File: config.mk
export PLATFORM = sky130hd
export DESIGN_NAME = pipeline_stall_ctrl
export DESIGN_NICKNAME = d
export VERILOG_FILES = /design/src/rtl/pipeline_stall_ctrl.sv
export SDC_FILE = /design/constraint.sdc
export NUM_CORES = 1
export LEC_CHECK = 0
export ABC_AREA = 1
export BUFFER_PORTS_ARGS = -buffer_cell sky130_fd_sc_hd__buf_4
export CORE_MARGIN = 5
export CORE_UTILIZATION = 54
export DETAILED_ROUTE_END_ITERATION = 10
export GPL_ROUTABILITY_DRIVEN = 0
export PLACE_DENSITY = 0.84
export SYNTH_ARGS = -nofsm -noshare
export SYNTH_HDL_FRONTEND = slang
export SYNTH_SLANG_ARGS = --single-unit
File: constraint.sdc
create_clock -name clk -period 2 [get_ports clk]
set_clock_uncertainty 0.2 [all_clocks]
set_input_delay 0.2 -clock clk [delete_from_list [all_inputs] [get_ports clk]]
set_output_delay 0.2 -clock clk [all_outputs]
set_load 0.02 [all_outputs]
File: src/rtl/pipeline_stall_ctrl.sv
// pipeline_stall_ctrl: load-use stall, memory freeze and redirect squash sequencer with saturating perf counters
module pipeline_stall_ctrl #(
  parameter int SQUASH_CYCLES = 1,
  parameter int CNT_W = 16
) (
  input  logic             clk,
  input  logic             rst_n,
  input  logic [2:0]       r1Num_ID,
  input  logic [2:0]       r2Num_ID,
  input  logic             r1Used_ID,
  input  logic             r2Used_ID,
  input  logic             valid_IDEX,
  input  logic             memRead_IDEX,
  input  logic [2:0]       regWriteNum_IDEX,
  input  logic             redirect_EX,
  input  logic             dmemReq_MEM,
  input  logic             dmemReady,
  input  logic             clrCounters,
  output logic             pcWrite,
  output logic             ifidWrite,
  output logic             idexWrite,
  output logic             exmemWrite,
  output logic             flush_IFID,
  output logic             flush_IDEX,
  output logic             bubble_MEMWB,
  output logic [CNT_W-1:0] stallCycles,
  output logic [CNT_W-1:0] redirectCount
);
  typedef enum logic [1:0] {RUN, MEM_WAIT, SQUASH} state_t;
  localparam logic [2:0] SQ_LOAD = 3'(SQUASH_CYCLES);
  state_t state, state_nx;
  logic [2:0] sq_cnt, sq_cnt_nx;
  logic ret_sq, ret_sq_nx;
  logic mem_busy, lu_haz, redir_acc, stall, squashing;
  always_comb begin
    mem_busy = dmemReq_MEM & ~dmemReady;
    lu_haz = valid_IDEX & memRead_IDEX &
             ((r1Used_ID & (r1Num_ID == regWriteNum_IDEX)) | (r2Used_ID & (r2Num_ID == regWriteNum_IDEX)));
    squashing = state == SQUASH;
    redir_acc = ~mem_busy & redirect_EX;
    stall = ~mem_busy & ~redirect_EX & ~squashing & lu_haz;
    state_nx = state;
    sq_cnt_nx = sq_cnt;
    ret_sq_nx = ret_sq;
    if (mem_busy) begin
      if (state == RUN) begin
        state_nx = MEM_WAIT;
        ret_sq_nx = 1'b0;
      end
    end else if (redirect_EX) begin
      state_nx = (SQUASH_CYCLES != 0) ? SQUASH : RUN;
      sq_cnt_nx = SQ_LOAD;
    end else if (squashing) begin
      sq_cnt_nx = sq_cnt - 3'd1;
      state_nx = (sq_cnt <= 3'd1) ? RUN : SQUASH;
    end else if (state == MEM_WAIT) begin
      state_nx = ret_sq ? SQUASH : RUN;
    end
    pcWrite = rst_n & ~mem_busy & ~stall;
    ifidWrite = pcWrite;
    idexWrite = rst_n & ~mem_busy;
    exmemWrite = idexWrite;
    flush_IFID = ~rst_n | (~mem_busy & (redirect_EX | squashing));
    flush_IDEX = ~rst_n | (~mem_busy & (redirect_EX | squashing)) | stall;
    bubble_MEMWB = ~rst_n | mem_busy;
  end
  always_ff @(posedge clk or negedge rst_n)
    if (!rst_n) begin
      state <= RUN;
      sq_cnt <= '0;
      ret_sq <= 1'b0;
      stallCycles <= '0;
      redirectCount <= '0;
    end else begin
      state <= state_nx;
      sq_cnt <= sq_cnt_nx;
      ret_sq <= ret_sq_nx;
      stallCycles <= clrCounters ? '0 : (!pcWrite && !(&stallCycles)) ? stallCycles + CNT_W'(1) : stallCycles;
      redirectCount <= clrCounters ? '0 : (redir_acc && !(&redirectCount)) ? redirectCount + CNT_W'(1) : redirectCount;
    end
endmodule

Word level (Yosys, flattened, before mapping) --
Index checks and enable logic that the tools add are counted.
Word-level totals: input port bits 19, logic and storage cells 62, output and inout bits 39, register bits after elaboration 37
Operators by class: eq/ne operators 5, muxes and demuxes 12, reductions and logical operators 14, add/sub/neg operators 3, $lt $le $gt $ge 1, bitwise gates (word level) 23
Operator list (number):
- $mux 16 | 4
- $add 16x1->16 const B | 2
- $reduce_and 16->1 | 2
- $and 1x1->1 | 12
- $mux 2 | 6
- $eq 3x3->1 | 2
- $mux 3 | 2
- $not 1->1 | 6
- $reduce_bool 2->1 | 3
- $or 1x1->1 | 5
- $reduce_and 2->1 | 2
- $reduce_bool 4->1 | 1
- $le 3x1->1 const B | 1
- $logic_not 1->1 | 3
- $sub 3x1->3 const B | 1
- $eq 2x1->1 const B | 1
- $eq 2x2->1 const B | 1
- $logic_and 1x1->1 | 2
- $logic_not 2->1 | 1
- $ne 2x1->1 const B | 1

Depth between registers and ports, before layout --
word-level depth 12, depth in mapped cells 12, gate-level depth less buffers 11

Worst setup path after synthesis --
Ideal clock, no wire load.
path type reg2out, from reg state[0], to out pcWrite, buffers on the path 2, cell stages (with the launch flop) 11, arrival time 1519 ps, data required time 1600 ps, setup slack 81 ps, cell sequence dfrtp_1 -> inv_1 -> ha_1 -> inv_1 -> nand3_1 -> nor3_1 -> nand2_1 -> nand2_4 -> buf_2 -> inv_1 -> buf_4
On the way: word-level cells in the longest chain between the ends 6
Ends and longest elaborated chain:
- from (decl) | line 31 | state_t state, state_nx;
- from (signal assigned) | line 75 | state <= state_nx;
- $eq 2x2->1 | line 39 | squashing = state == SQUASH;
- $not 1->1 | line 41 | stall = ~mem_busy & ~redirect_EX & ~squashing & lu_haz;
- $and 1x1->1 (2 in a row) | line 41
- $not 1->1 | line 59 | pcWrite = rst_n & ~mem_busy & ~stall;
- $and 1x1->1 | line 59
- to (decl) | line 19 | output logic pcWrite,
No other way between the ends.

Worst setup path after layout --
from reg state[1], to out pcWrite
The elaborated chain is that of the path after synthesis.

==> impl_metrics.py <==
metrics = {
    "status": {
        "status": "finished, final reports clean",
    },
    "logic_synthesis": {
        "syn_avg_cell_area_um2": 7.09,
        "netlist_area_um2": 2570,
        "ys_seq_area_share_pct": 36.0,
        "synth_cell_types": 30,
        "postSynthCellCount": 363,
        "synth-seq-cells": 37,
        "synth_nets": 388,
        "yosys_warnings": 0,
    },
    "sta": {
        "max_freq_ghz": 0.510,
        "setup_slack_ns": 0.0409,
        "fin_crit_ns": 1.96,
        "final_hold_viol_count": 0,
        "setup_viol": 0,
        "grt_setup_unrepaired": "yes",
        "finalCritPeriodShare_pct": 98.0,
        "drv_slew": 0,
        "timing.slew.headroom_pct": 75.0,
        "tightest_slew_ns": 0.374,
    },
    "cts": {
        "clk_latency_ns": 0.29,
        "clk_pin_slew_ns": 0.07,
        "cts_tree": "yes",
        "cts.sink_count": 37,
        "cts-root-buf": "clkbuf_8",
        "cts_buffers": 5,
        "htreeDepth": 2,
        "clk_path_buf_depth": 2,
    },
    "route": {
        "ant_nets": 0,
        "drt-initial-drc-count": 297,
        "route.vias.total": 2681,
        "wl_um": 6770,
        "via_per_inst": 5.48,
        "dr.pass1.iters": 5,
        "drc": 0,
        "post_drt_wl_per_cell_um": 13.9,
    },
    "placement": {
        "dpl-instance-area_um2": 3080,
        "numPortBuffers": 57,
        "place_inst": 474,
        "hpwl_um": 4880,
        "dpl_worst_slack_ns": 0.145,
    },
    "pwr": {
        "p_leak_nw": 1.71,
        "powerDensity_nw_per_um2": 575,
        "ir_drop_uv": 323,
    },
    "floorplan": {
        "dieArea_um2": 6240,
        "initial_utilization_pct": 55.2,
        "rows": 25,
        "die_w_um": 79.0,
        "ioPinCount": 58,
        "chipHeight_um": 79.0,
        "core_area_um2": 4660,
    },
    "finish": {
        "final_cell_mix": "98 x nand2_1, 68 x buf_4, 39 x inv_1",
        "drive_gt1_share_pct": 25.7,
        "area_growth_pct": 28.1,
        "final_area_um2": 3290,
        "final-instance-count-excl-fill": 489,
        "nNetsFinal": 459,
        "fill_cells": 376,
        "final_common_cell": "nand2_1",
        "final_core_util_pct": 70.7,
        "n_antenna_cell": 0,
    },
    "critical_path": {
        "crit_family": "simple AND/OR/NAND/NOR gates",
        "worst-path-buf-inv": 3,
        "path_cells": "ha_4 > inv_2 > nand3_2 > nor3_2 > nand2_2 > nand2_4 > inv_4 > buf_6",
        "worstSetupEndpointType": "output port",
        "cpPeakStageDelay_ns": 0.42,
        "crit_type": "reg2out",
        "startpoint_type": "flop",
        "cp.depth": 8,
        "reg2reg_slack_ns": 0.07,
        "cp_max_fo": 3,
        "cp_slowest_cell": "dfrtp_1",
        "ff2ff_path_depth": 10,
        "cp.arrival_ns": 1.56,
        "crit_required_ns": 1.60,
    },
    "global_routing": {
        "grt_pass1_vias": 2548,
        "grt_pass1_wl_um": 11400,
        "antenna_found_initial": 0,
        "grt_max_degree": 32,
        "grt_use_total_pct": 22.6,
        "grt-ovfl-total": 0,
    },
    "worst_hold_path": {
        "min_path_type": "in2reg",
        "hold_depth": 3,
    },
    "run": {
        "maxCapViolCount": 0,
    },
}
==> power by group <==
| part | leakage, nW | internal, mW | total [mW] | switching, mW |
|---|---|---|---|---|
| Combinational | 1.15 | 0.195 | 0.466 | 0.271 |
| Sequential | 0.507 | 0.799 | 0.843 | 0.0434 |
| Clock | 0.0542 | 0.312 | 0.586 | 0.275 |
==> logic make-up (layout without fill, tap and decap cells) <==
kind of cell	count (synthesis)	in the layout	synth area share, %
and+or+nand+nor	223	223	41.6
AOI/OAI and AO/OA	24	24	5.30
DFF	37	37	36.0
xor gates and xnor gates	13	13	4.43
adders and majority gates	6	6	2.92
buffers and inverters	60	132	9.73
==> repair_timing <==
action                     CTS  global route
hold endpoints to repair    41             0
pin swaps                    2             4
setup endpoints to repair    2            23
hold buffers                 3             0
gates resized for setup      1            14
gates cloned                 0             0
setup buffers                1             3
==> per-layer routing <==
layer  share of wire [%]  global-route usage, %  wire length (um)
met1                  40                   28.0              2730
met2                  52                   39.4              3490
met3                 7.2                   5.22               488
met4                0.97                   6.19                66
met5                   0                      0                 0
==> worst paths after layout <==
| path | start | end |
|---|---|---|
| setup / recovery | state[1]$_DFFE_PN0P_ | pcWrite |
| setup reg to reg | state[1]$_DFFE_PN0P_ | stallCycles[3]$_DFFE_PN0P_ |
| min in group asynchronous | rst_n | stallCycles[15]$_DFFE_PN0P_ |
| hold reg to reg | sq_cnt[1]$_DFFE_PN0P_ | sq_cnt[1]$_DFFE_PN0P_ |
| max in group asynchronous | rst_n | redirectCount[10]$_DFFE_PN0P_ |
| hold / removal | redirect_EX | sq_cnt[0]$_DFFE_PN0P_ |
==> cells in the mapped netlist <==
| master | count | area [um^2] |
|---|---|---|
| nand2_2 | 3 | 18.8 |
| clkbuf_1 | 4 | 15.0 |
| o21bai_1 | 2 | 15.0 |
| a21oi_1 | 1 | 5.00 |
| xnor2_1 | 2 | 17.5 |
| nand3_2 | 1 | 10.0 |
| inv_2 | 7 | 26.3 |
| inv_1 | 42 | 158 |
| buf_6 | 2 | 22.5 |
| nand2_1 | 99 | 372 |
| buf_2 | 2 | 10.0 |
| nor2_1 | 33 | 124 |
| nand2_4 | 3 | 33.8 |
| nand4_4 | 1 | 21.3 |
| nor3_2 | 3 | 30.0 |
| ha_1 | 6 | 75.1 |
| nor2_2 | 4 | 25.0 |
| o21ai_0 | 5 | 25.0 |
| nand3b_1 | 2 | 15.0 |
| xor2_1 | 11 | 96.3 |
| buf_4 | 2 | 15.0 |
| clkinv_1 | 1 | 3.75 |
| nand4_1 | 26 | 163 |
| o31ai_1 | 4 | 30.0 |
| a31oi_1 | 1 | 6.26 |
| o21ai_1 | 11 | 55.1 |
| nor2_4 | 3 | 33.8 |
| dfrtp_1 | 37 | 926 |
| nor3_1 | 10 | 50.1 |
| nand3_1 | 35 | 175 |
==> stage by stage <==
| step | setup TNS (ns) | hold WS, ns | power, mW |
|---|---|---|---|
| after CTS | 0 | 0.0690 | 1.84 |
| after floorplan | 0 | -0.296 | 1.11 |
| after global routing | -0.224 | 0.106 | 2.02 |
| final | 0 | 0.0659 | 1.89 |
| after detailed placement | 0 | -0.127 | 1.25 |
| after global placement | 0 | -0.129 | 1.24 |
==> flip-flops by register name, indices dropped and copies added (netlist names) <==
signal         count
redirectCount     16
sq_cnt             3
stallCycles       16
state              2
==> worst min-delay path, cell delays in order <==
cell and delay (ns):
buf_4 0.10, nor2_1 0.04, o21ai_0 0.17
==> final cells by class <==
| cell class | instances | area, um^2 | area share [%] |
|---|---|---|---|
| Clock buffer | 7 | 96.3 | 2.92 |
| Clock inverter | 1 | 5.00 | 0.152 |
| Inverter | 50 | 190 | 5.77 |
| Multi-Input combinational cell | 266 | 1440 | 43.6 |
| Sequential cell | 37 | 926 | 28.1 |
| Tap cell | 54 | 67.6 | 2.05 |
| Timing Repair Buffer | 74 | 574 | 17.4 |
Power figures use the tool's default switching activity.
